--- src/rtl/cpu_sequencer.sv ---
// cpu_sequencer: multi-cycle fetch/decode/execute controller for the 8-bit CPU.
// Optional single-step pause state enabled by defining SEQ_SINGLE_STEP_EN.
module cpu_sequencer #(
  parameter int PC_W = 8,
  parameter logic [PC_W-1:0] RESET_PC = '0
) (
  input  logic            clk,
  input  logic            rst,
  input  logic            run,
`ifdef SEQ_SINGLE_STEP_EN
  input  logic            step,
`endif
  output logic            rom_enable,
  output logic [PC_W-1:0] rom_addr,
  input  logic [23:0]     rom_data,
  output logic            gpr_w_enable,
  output logic [2:0]      gpr_w_addr,
  output logic [7:0]      gpr_w_data,
  output logic [2:0]      gpr_r_addr_a,
  output logic [2:0]      gpr_r_addr_b,
  input  logic [7:0]      gpr_r_data_a,
  input  logic [7:0]      gpr_r_data_b,
  output logic [4:0]      alu_operation,
  output logic [7:0]      alu_A,
  output logic [7:0]      alu_B,
  input  logic [7:0]      alu_C,
  output logic            stack_push_enable,
  output logic [7:0]      stack_push_data,
  output logic            stack_pop_enable,
  input  logic [7:0]      stack_pop_data,
  input  logic            stack_full,
  input  logic            stack_empty,
  output logic [PC_W-1:0] pc,
  output logic            halted,
  output logic            fault
);

  localparam logic [4:0] OP_LDI  = 5'h10;
  localparam logic [4:0] OP_JMP  = 5'h11;
  localparam logic [4:0] OP_JZ   = 5'h12;
  localparam logic [4:0] OP_CALL = 5'h13;
  localparam logic [4:0] OP_RET  = 5'h14;
  localparam logic [4:0] OP_PUSH = 5'h15;
  localparam logic [4:0] OP_POP  = 5'h16;
  localparam logic [4:0] OP_HALT = 5'h1F;

  typedef enum logic [2:0] {
    S_IDLE,
    S_FETCH,
    S_DECODE,
    S_EXEC,
    S_POPWB,
    S_HALT,
    S_FAULT
`ifdef SEQ_SINGLE_STEP_EN
    , S_PAUSE
`endif
  } state_t;

`ifdef SEQ_SINGLE_STEP_EN
  localparam state_t S_AFTER = S_PAUSE;
`else
  localparam state_t S_AFTER = S_FETCH;
`endif

  state_t state;
  logic [23:0] instr;

  logic [4:0] op;
  logic [2:0] rd, ra, rb;
  logic [7:0] imm;
  logic unused_bits;

  assign op  = instr[23:19];
  assign rd  = instr[18:16];
  assign ra  = instr[15:13];
  assign rb  = instr[12:10];
  assign imm = instr[7:0];
  assign unused_bits = ^instr[9:8];

  logic is_alu, is_ldi, is_jmp, is_jz;
  logic is_call, is_ret, is_push, is_pop;
  logic is_halt;

  assign is_alu  = ~op[4];
  assign is_ldi  = op == OP_LDI;
  assign is_jmp  = op == OP_JMP;
  assign is_jz   = op == OP_JZ;
  assign is_call = op == OP_CALL;
  assign is_ret  = op == OP_RET;
  assign is_push = op == OP_PUSH;
  assign is_pop  = op == OP_POP;
  assign is_halt = op == OP_HALT;

  logic [PC_W-1:0] pc_inc, imm_pc, pop_pc;
  logic [7:0] ret_addr;

  assign pc_inc   = pc + PC_W'(1);
  assign imm_pc   = PC_W'(imm);
  assign pop_pc   = PC_W'(stack_pop_data);
  assign ret_addr = 8'(pc_inc);
  assign rom_addr = pc;

  // Strobes and datapath controls decoded from state and latched instruction
  always_comb begin
    rom_enable        = 1'b0;
    gpr_w_enable      = 1'b0;
    gpr_w_addr        = '0;
    gpr_w_data        = '0;
    gpr_r_addr_a      = '0;
    gpr_r_addr_b      = '0;
    alu_operation     = '0;
    alu_A             = '0;
    alu_B             = '0;
    stack_push_enable = 1'b0;
    stack_push_data   = '0;
    stack_pop_enable  = 1'b0;
    if (!rst) begin
      unique case (1'b1)
        state == S_FETCH: rom_enable = 1'b1;
        state == S_EXEC: begin
          gpr_r_addr_a = ra;
          gpr_r_addr_b = rb;
          unique case (1'b1)
            is_alu: begin
              alu_operation = op;
              alu_A         = gpr_r_data_a;
              alu_B         = gpr_r_data_b;
              gpr_w_enable  = 1'b1;
              gpr_w_addr    = rd;
              gpr_w_data    = alu_C;
            end
            is_ldi: begin
              gpr_w_enable = 1'b1;
              gpr_w_addr   = rd;
              gpr_w_data   = imm;
            end
            is_call: begin
              stack_push_enable = !stack_full;
              stack_push_data   = stack_full ? 8'h00 : ret_addr;
            end
            is_push: begin
              stack_push_enable = !stack_full;
              stack_push_data   = stack_full ? 8'h00 : gpr_r_data_a;
            end
            is_ret, is_pop: stack_pop_enable = !stack_empty;
            default: ;
          endcase
        end
        state == S_POPWB: begin
          if (is_pop) begin
            gpr_w_enable = 1'b1;
            gpr_w_addr   = rd;
            gpr_w_data   = stack_pop_data;
          end
        end
        default: ;
      endcase
    end
  end

  // Sequencer state, program counter, instruction and status registers
  always_ff @(posedge clk) begin
    if (rst) begin
      state  <= S_IDLE;
      pc     <= RESET_PC;
      instr  <= '0;
      halted <= 1'b0;
      fault  <= 1'b0;
    end else begin
      case (state)
        S_IDLE:   if (run) state <= S_FETCH;
        S_FETCH:  state <= S_DECODE;
        S_DECODE: begin
          instr <= rom_data;
          state <= S_EXEC;
        end
        S_EXEC: begin
          unique case (1'b1)
            is_jmp: begin
              pc    <= imm_pc;
              state <= S_AFTER;
            end
            is_jz: begin
              pc    <= (gpr_r_data_a == 8'h00) ? imm_pc : pc_inc;
              state <= S_AFTER;
            end
            is_call: begin
              if (stack_full) begin
                state <= S_FAULT;
                fault <= 1'b1;
              end else begin
                pc    <= imm_pc;
                state <= S_AFTER;
              end
            end
            is_ret, is_pop: begin
              if (stack_empty) begin
                state <= S_FAULT;
                fault <= 1'b1;
              end else begin
                state <= S_POPWB;
              end
            end
            is_push: begin
              if (stack_full) begin
                state <= S_FAULT;
                fault <= 1'b1;
              end else begin
                pc    <= pc_inc;
                state <= S_AFTER;
              end
            end
            is_halt: begin
              state  <= S_HALT;
              halted <= 1'b1;
            end
            default: begin
              pc    <= pc_inc;
              state <= S_AFTER;
            end
          endcase
        end
        S_POPWB: begin
          pc    <= is_ret ? pop_pc : pc_inc;
          state <= S_AFTER;
        end
`ifdef SEQ_SINGLE_STEP_EN
        S_PAUSE:  if (step) state <= S_FETCH;
`endif
        default: ;
      endcase
    end
  end

endmodule

--- config.mk ---
export PLATFORM = sky130hd
export DESIGN_NAME = cpu_sequencer
export DESIGN_NICKNAME = d
export VERILOG_FILES = /design/src/rtl/cpu_sequencer.sv
export SDC_FILE = /design/constraint.sdc
export NUM_CORES = 1
export LEC_CHECK = 0
export CAP_MARGIN = 40
export CORE_ASPECT_RATIO = 1.25
export CORE_UTILIZATION = 37
export CTS_BUF_LIST = sky130_fd_sc_hd__clkbuf_2
export DETAILED_ROUTE_END_ITERATION = 10
export PLACE_DENSITY = 0.79
export RECOVER_POWER = 25
export SYNTH_ARGS = -nofsm -noshare
export SYNTH_HDL_FRONTEND = slang
export SYNTH_SLANG_ARGS = --single-unit
--- constraint.sdc ---
create_clock -name clk -period 1.6 [get_ports clk]
set_input_delay 0.16 -clock clk [delete_from_list [all_inputs] [get_ports clk]]
set_output_delay 0.16 -clock clk [all_outputs]
set_load 0.05 [all_outputs]
==> reports/results.tsv <==
metric	value	unit
status	finished with violations	
violations	negative setup slack	
period_needed	2.46	ns
p_sw	934	uW
yosys.area.top_type_share	29.0	%
syn_inst	330	
peakVddDrop	458	uV
synth_cell_type_count	52	
synth-seq-area-share	29.0	%
regArea	733	sq um
cts_buffers	5	
power	2540	uW
postSynthAreaPerCell	7.33	sq um
overflow	0	
max_freq	406	MHz
worst_slack	-0.864	ns
tritoncts	built	
initial_utilization	38.7	%
p_leak	0.00211	uW
synth-edff-count	0	
routed_wl	16900	um
synth_compound_area_share	27.3	%
design_area	5650	sq um
p_sw_share	36.8	%
drt_first_iter_violations	596	
io_buffer_count	125	
yosysWarnings	0	
die_x	74.3	um
rsz0062_at_grt	true	
cts-htree-levels	2	
max_cap_viol_count	0	
async_flop_share	0	%
drt_pass1_iterations	6	
routedWlPerCell	27.6	um
globalplace.congestion	0.946	
yosysMostFrequentCell	nand2_1	
p_int	1600	uW
grt_antenna_before_repair	2	
die_area	6860	sq um
grt_usage	41.0	%
vias	3990	
io_pins	129	
drcViolationCount	0	
cp-end-kind	output pin	
synth_fp_nets	392	
netlist_top_cells_count	nand2_1, dfxtp_1, nor2_1	
ant_nets	0	
setup_tns	-39.00	ns
syn_to_final_growth	134	%
clock_skew	0.0487	ns
slew_violations	0	
hpwl	7530	um
cts_hold_buf	0	
core_area	6250	sq um
nets	587	
yosys-top-cells-area	dfxtp_1, nand2_1, a21oi_1	
powerDensity	450	nW/um^2
arrival	2.30	ns
die_y	92.4	um
ys_dominant_reg_cell	dfxtp_1	
fin_crit_sh	154	%
first_global_vias	3634	
cp.required	1.44	ns
drive_gt1_share	55.7	%
clk_latency	0.42	ns
multi_input_area	2110	sq um
worst_pin_slew	0.566	ns
ctsLongestPathBuffers	2	
clockPowerShare	25.3	%
hold_class	input pin to flip-flop	
yosys_register_bits	35	
grt_pass1_wl	20600	um
hold_viol	0	
slew_headroom	62.1	%
crit_fanout	6	
vias_per_cell	6.51	
fill_cells	244	
combPwrFrac	36.2	%
synth_xor_area_share	1.81	%
clock_sinks	35	
yosys.area_share.simple	32.1	%
whs	0.278	ns
std_cell_rows	32	
netlist_area	2420	sq um
pwr-share-seq	38.5	%
setup-violations-final	83	
grt_start_max_net_pins	36	
place_area	4830	sq um
crit_type	flip-flop to output pin	
cp-start-kind	flip-flop	
synth_top_family_by_area	simple AND/OR/NAND/NOR gates	
synth_fa_ha_area_share	0.518	%
yosys-mux-area-fraction	0.828	%
clk_pin_slew	0.26	ns
root_buffer	clkbuf_2	
reg2reg_slack	-0.69	ns
synth_area_leader_cell	dfxtp_1	
[flip-flops by register name (all words and copies together) (netlist names)]
name,count
state,3
halted,1
instr,22
fault,1
pc,8
[kinds of logic (layout without fill, tap and decap cells)]
logic type      after synthesis  in the layout
simple gates                153            154
mux                           2              2
compound gates               95             95
flops                        35             35
buf+inv                      38            233
other cells                   1              3
xor+xnor                      5              5
fa+ha+maj                     1              1
[worst max-delay path: stages (launching register included)]
cell and delay, ns:
dfxtp_4 0.46, nand3_2 0.21, buf_4 0.23, xor2_1 0.43, nor2_4 0.14, a21oi_2 0.20, nor2_4 0.06, buf_12 0.14
[power groups by stage]
| stage | clock network [uW] | logic [uW] | registers (uW) |
|---|---|---|---|
| floorplan | 0 | 327 | 1000 |
| detailed placement | 0 | 719 | 980 |
| global route | 667 | 946 | 981 |
| finish | 641 | 920 | 977 |
| global placement | 0 | 700 | 976 |
| CTS | 617 | 778 | 961 |
[through the flow]
step           setup slack, ns  std cells  util (%)
6_report                -0.864        613      90.4
5_1_grt                 -0.957        612      90.3
4_1_cts                 -0.698        593      84.6
3_5_place_dp            -0.607        574      77.4
3_3_place_gp            -0.483        574      77.4
2_1_floorplan           -0.534        330         -
[layout by cell type (no fill, tap or decap), types with 3 or more instances in the layout]
| cell | count |
|---|---|
| a211oi_1 | 11 |
| nor2_4 | 15 |
| or3_1 | 3 |
| a21oi_1 | 25 |
| inv_1 | 4 |
| dfxtp_4 | 7 |
| nor3_4 | 4 |
| dfxtp_1 | 23 |
| clkdlybuf4s50_1 | 58 |
| a211oi_2 | 3 |
| nor2_2 | 11 |
| nor2_1 | 10 |
| dfxtp_2 | 5 |
| a21oi_2 | 6 |
| a311oi_2 | 3 |
| a22oi_1 | 5 |
| a22o_1 | 8 |
| buf_6 | 19 |
| and2_4 | 9 |
| a22oi_2 | 9 |
| nand2_1 | 52 |
| clkbuf_2 | 12 |
| nand3_1 | 4 |
| buf_4 | 76 |
| and3_4 | 20 |
| buf_12 | 56 |
| xor2_1 | 4 |
[routing by layer]
metal | vias to the layer above | part of all wire (%) | global-route usage, %
met2 | 410 | 47 | 70.6
met3 | 180 | 12 | 13.3
li1 | 1572 | - | -
met4 | 0 | 11 | 26.9
met5 | - | 0 | 0
met1 | 1828 | 30 | 41.2
[worst paths after layout]
check	startpoint	to	depth (start not counted)
worst max-delay path	pc[0]	stack_push_data[3]	7
worst min-delay path	rom_data[16]	instr[16]	3
worst max register to register	instr[19]	pc[1]	9
worst min register to register	instr[13]	instr[13]	2
[area by class of cell]
cell class	count	share of cell area (%)
antenna	2	0.0887
clock buffer	5	0.443
timing repair buffer	220	46.2
inverter	5	0.332
clock inverter	3	0.754
sequential	35	13.0
multi-input combinational	258	37.3
tap	85	1.88
[what timing repair did]
| item | CTS | global route |
|---|---|---|
| setup buffers | 7 | 22 |
| setup endpoints to repair | 60 | 76 |
| gates resized for setup | 63 | 51 |
| gates cloned | 4 | 0 |
| pin swaps | 47 | 31 |
Power figures use the tool's default switching activity.
